### config.mk
export PLATFORM = sky130hd
export DESIGN_NAME = encoder_homing_ctrl
export DESIGN_NICKNAME = d
export VERILOG_FILES = /design/src/rtl/encoder_homing_ctrl.sv
export SDC_FILE = /design/constraint.sdc
export NUM_CORES = 1
export LEC_CHECK = 0
export ABC_AREA = 1
export CAP_MARGIN = 30
export CORE_MARGIN = 8
export CORE_UTILIZATION = 35
export DETAILED_ROUTE_END_ITERATION = 12
export PLACE_DENSITY = 0.56
export SLEW_MARGIN = 30
export SYNTH_ARGS = -nofsm -noshare
export SYNTH_HDL_FRONTEND = slang
export SYNTH_SLANG_ARGS = --single-unit
### constraint.sdc
create_clock -name clk -period 4 [get_ports clk]
set_clock_uncertainty 0.05 [all_clocks]
set_input_delay 1.2 -clock clk [delete_from_list [all_inputs] [get_ports clk]]
set_output_delay 1.2 -clock clk [all_outputs]
set_load 0.03 [all_outputs]
### src/rtl/encoder_homing_ctrl.sv
// Homing sequencer: drives to the negative end stop, zeroes the decoder, settles,
// then drives to the positive end stop and captures the travel span.
module encoder_homing_ctrl #(
   parameter int DATA_WIDTH     = 32,
   parameter int STALL_CYCLES   = 1000000,
   parameter int TIMEOUT_CYCLES = 200000000,
   parameter int SETTLE_CYCLES  = 1000
) (
   input  logic                  clk,
   input  logic                  rst,
   input  logic                  start,
   input  logic                  abort,
   input  logic [DATA_WIDTH-1:0] cnt_in,
   output logic                  dec_rst,
   output logic                  motor_en,
   output logic                  motor_dir,
   output logic                  busy,
   output logic                  done,
   output logic                  error,
   output logic [DATA_WIDTH-1:0] range_out
);

   localparam int STALL_W     = (STALL_CYCLES   < 2) ? 1 : $clog2(STALL_CYCLES + 1);
   localparam int TMO_W       = (TIMEOUT_CYCLES < 2) ? 1 : $clog2(TIMEOUT_CYCLES + 1);
   localparam int SETTLE_W    = (SETTLE_CYCLES  < 2) ? 1 : $clog2(SETTLE_CYCLES + 1);
   localparam int SETTLE_LAST = (SETTLE_CYCLES  > 0) ? SETTLE_CYCLES - 1 : 0;

   typedef enum logic [2:0] {
      IDLE     = 3'd0,
      SEEK_NEG = 3'd1,
      ZERO     = 3'd2,
      SETTLE   = 3'd3,
      SEEK_POS = 3'd4,
      CAPTURE  = 3'd5,
      DONE     = 3'd6,
      ERROR    = 3'd7
   } state_t;

   state_t                state_q, state_d;
   logic [STALL_W-1:0]    stall_q, stall_d;
   logic [TMO_W-1:0]      tmo_q, tmo_d;
   logic [SETTLE_W-1:0]   settle_q, settle_d;
   logic [DATA_WIDTH-1:0] prev_q, prev_d;
   logic [DATA_WIDTH-1:0] range_q, range_d;
   logic                  dec_rst_q, dec_rst_d;
   logic                  motor_en_q, motor_en_d;
   logic                  motor_dir_q, motor_dir_d;
   logic                  busy_q, busy_d;
   logic                  done_q, done_d;
   logic                  error_q, error_d;
   logic                  in_seek, stall_hit, tmo_hit, active;

   always_comb begin
      state_d   = state_q;
      stall_d   = stall_q;
      tmo_d     = tmo_q;
      settle_d  = settle_q;
      prev_d    = prev_q;
      range_d   = range_q;
      stall_hit = 1'b0;
      tmo_hit   = 1'b0;
      in_seek   = (state_q == SEEK_NEG) || (state_q == SEEK_POS);
      active    = (state_q != IDLE) && (state_q != ERROR);

      if (in_seek) begin
         prev_d = cnt_in;
         if (cnt_in == prev_q) begin
            stall_d = (stall_q == STALL_W'(STALL_CYCLES)) ? stall_q : stall_q + 1'b1;
         end else begin
            stall_d = '0;
         end
         tmo_d     = (tmo_q == TMO_W'(TIMEOUT_CYCLES)) ? tmo_q : tmo_q + 1'b1;
         stall_hit = (stall_d == STALL_W'(STALL_CYCLES));
         tmo_hit   = (tmo_d == TMO_W'(TIMEOUT_CYCLES));
      end

      case (state_q)
         IDLE, ERROR: if (start && !abort) state_d = SEEK_NEG;
         SEEK_NEG: begin
            // Stall wins over a coincident timeout.
            if (stall_hit)    state_d = ZERO;
            else if (tmo_hit) state_d = ERROR;
         end
         ZERO:     state_d = SETTLE;
         SETTLE: begin
            if (settle_q >= SETTLE_W'(SETTLE_LAST)) state_d = SEEK_POS;
            else                                    settle_d = settle_q + 1'b1;
         end
         SEEK_POS: begin
            if (stall_hit)    state_d = CAPTURE;
            else if (tmo_hit) state_d = ERROR;
         end
         CAPTURE: begin
            range_d = cnt_in;
            state_d = DONE;
         end
         DONE:     state_d = IDLE;
         default:  state_d = IDLE;
      endcase

      if (abort && active) begin
         state_d = IDLE;
         range_d = range_q;
      end

      // Each seek phase starts with fresh counters and a fresh reference count.
      if (((state_d == SEEK_NEG) || (state_d == SEEK_POS)) && (state_d != state_q)) begin
         stall_d = '0;
         tmo_d   = '0;
         prev_d  = cnt_in;
      end
      if (state_d != SETTLE) settle_d = '0;

      dec_rst_d   = (state_d == ZERO);
      motor_en_d  = (state_d == SEEK_NEG) || (state_d == SEEK_POS);
      motor_dir_d = (state_d == SEEK_POS);
      busy_d      = (state_d != IDLE) && (state_d != ERROR);
      done_d      = (state_d == DONE);
      error_d     = (state_d == ERROR);
   end

   always_ff @(posedge clk) begin
      if (rst) begin
         state_q     <= IDLE;
         stall_q     <= '0;
         tmo_q       <= '0;
         settle_q    <= '0;
         prev_q      <= '0;
         range_q     <= '0;
         dec_rst_q   <= 1'b0;
         motor_en_q  <= 1'b0;
         motor_dir_q <= 1'b0;
         busy_q      <= 1'b0;
         done_q      <= 1'b0;
         error_q     <= 1'b0;
      end else begin
         state_q     <= state_d;
         stall_q     <= stall_d;
         tmo_q       <= tmo_d;
         settle_q    <= settle_d;
         prev_q      <= prev_d;
         range_q     <= range_d;
         dec_rst_q   <= dec_rst_d;
         motor_en_q  <= motor_en_d;
         motor_dir_q <= motor_dir_d;
         busy_q      <= busy_d;
         done_q      <= done_d;
         error_q     <= error_d;
      end
   end

   assign dec_rst   = dec_rst_q;
   assign motor_en  = motor_en_q;
   assign motor_dir = motor_dir_q;
   assign busy      = busy_q;
   assign done      = done_q;
   assign error     = error_q;
   assign range_out = range_q;

endmodule

==> run metrics <==
Post-Route WL 26800 um; Fillers about 2600; final setup fails 0; Synth Register Bits between 100 and 150; drt pass-1 iters 5; hold_ws roughly 0.42 ns; Remaining Overflow, GRT 0; fraction of layout cells with a size suffix above 1 0.214; Vias 9199; clock-pin slew on the worst setup and hold paths about 0.060 ns; vias in the first global route between 8000 and 9000; Port Buffers 73; worst-margin pin slew about 0.65 ns; slowest stage delay, CP ~0.21 ns; top cells by area, synth dfxtp_1, nand2_1, nor2_1, inv_1, o21ai_0; Global Route Usage Sum 0.172; most common cell after layout, fill and taps aside nand2_1; worst vdd ir ~0.00030 V; Synth Instances approximately 1400; Tcrit/Tclk final 0.954; Slew Limit Headroom 0.564; Routed Antenna Nets 0; Worst setup EP type flop; critical path's slowest cell nor2_4; synthesized area per cell 6.28 um2; async set-reset flop share out of synthesis 0; # IOs 74; CTS tree yes; commonest cells after routing, fill and taps aside nand2_1, nor2_1, inv_1, dfxtp_1, buf_4; Final Max Tran Viols 0; largest area contributor in the netlist dfxtp_1; f_max between 200 and 300 MHz; cts hold-fix bufs 0; drt wl/cell ~14 um; Post-route DRC 0; footprint of the multi-input gates ~5500 um2; Crit path max-delay family simple AND/OR/NAND/NOR gates; CP Buf/Inv Count 5; CP required 4.26 ns; PwrDens between 300 and 400 nW/um2; dpl cell area between 10000 and 15000 um2; clock root cell clkbuf_16; NumNets Final ~1600; Final Hold Violating Endpoints 0; later-pin clock latency in the skew report between 0.4 and 0.5 ns; Vias/cell 4.80; Inst Count DP roughly 1900; Area Growth Syn to Fin 31.5%; Die W roughly 180 um; die area around 31000 um2; leak pwr between 5 and 6 nW; critical path data arrival time 4.08 ns; metal3 WL 1410 um; htree depth 4; chip height ~180 um; Yosys top cell area share 0.295; number of synthesized flops with an enable pin 0; Synth Warn # 0; Main synth FF type dfxtp_1; largest net degree at the start of global routing between 50 and 60; 1st-iter DRT viols 524; dpl hpwl between 15000 and 20000 um; CP Launch Type primary input; syn_nets about 1500; Core ar. 25000 um2; Initial Util 0.355; row count 58; final setup margin about 0.18 ns; first-pass GRT wire length between 40000 and 50000 um; Placer Congestion ~0.9; clk buf depth 2; total CTS buffers 17; minimum clock period between 3 and 4 ns; Worst Hold Class reg -> reg; DP Worst Slack -0.623 ns; Worst R2R Setup Slack roughly 0.28 ns; fin util 0.466; CP max FO 7; design area roughly 12000 um2; post-synthesis instance area a little under 9000 um2; synth unique cells 43; CTS Sinks approximately 130; metal2 WL ~13000 um; initial antenna violation count 3; Top Metal Used met5; # Max-Cap Violations 0; status finished clean; Reg area 2620 um2; final non-filler cell total ~1900; setup_tns 0 ns; met1 wire length roughly 12000 um; sequential share of the synthesized area 0.295; Final Power ~4.4 mW; critical path class in -> reg
per-layer routing:
metal,track usage,up-vias
li1,-,4795
met1,0.217,4180
met2,0.289,189
met3,0.0399,31
met4,0.0466,4
met5,0,-
tightest hold or removal path, cell delays in order (launching register included):
cell,delay (ns)
dfxtp_1,0.31
nand2_1,0.06
a21oi_1,0.05
cell families (layout without fill, tap and decap cells):
| logic type | Yosys count | in the layout | share of synthesized area |
|---|---|---|---|
| AOI/OAI and AO/OA | 158 | 158 | 0.105 |
| xor gates and xnor gates | 58 | 58 | 0.0572 |
| adders and majority gates | 5 | 5 | 0.00705 |
| other | 0 | 1 | 0 |
| and+or+nand+nor | 844 | 844 | 0.427 |
| DFF | 131 | 131 | 0.295 |
| buffers and inverters | 217 | 390 | 0.109 |
Yosys cell counts, types with 2 or more instances:
cell type,instances
nand3b_1,3
a21oi_1,36
a211oi_1,2
o21ai_0,81
inv_1,142
nor2_2,11
a21oi_2,32
buf_12,4
xnor2_1,18
and2_1,2
nor3b_1,2
inv_2,19
nand2_4,2
nand2_2,12
nand2_1,365
nor3_1,20
ha_1,5
nor2_1,261
clkinv_1,5
dfxtp_1,131
nand3_2,30
nor2_4,10
buf_4,4
buf_6,5
nand4_1,44
o21ai_1,2
clkbuf_1,20
xor2_1,40
nand3_1,76
buf_2,16
flip-flops by register name (all words and copies together) (netlist names), 3 cells and up:
| name | flops |
|---|---|
| prev_q | 32 |
| range_out | 32 |
| tmo_q | 28 |
| stall_q | 20 |
| settle_q | 10 |
| state_q | 3 |
what timing repair did:
item	in CTS	in global routing
cloned	7	3
gates resized for setup	51	89
pin swaps	7	36
buffers inserted	6	5
setup endpoints to repair	80	81
path summary, 6_finish.rpt:
path / start / to / depth (start not counted)
worst min-delay path: settle_q[5] / settle_q[5] / 2
worst max register to register: tmo_q[1] / prev_q[14] / 24
worst min register to register: settle_q[5] / settle_q[5] / 2
worst max-delay path: cnt_in[24] / prev_q[14] / 25
where the power goes:
group / total (mW) / switching [mW] / internal (mW)
Combinational: 1.10 / 0.620 / 0.484
Sequential: 1.54 / 0.122 / 1.42
Clock: 1.72 / 0.624 / 1.10
area by class of cell:
type                    instances  area share
multi-input cells            1065       0.472
clock inverters                11      0.0150
diodes                          1    0.000214
flip-flops and latches        131       0.225
clock buffers                  21      0.0403
well taps                     330      0.0354
inverters                     166      0.0536
repair buffers                192       0.159
Note: power is estimated with default switching activity, not from simulation.
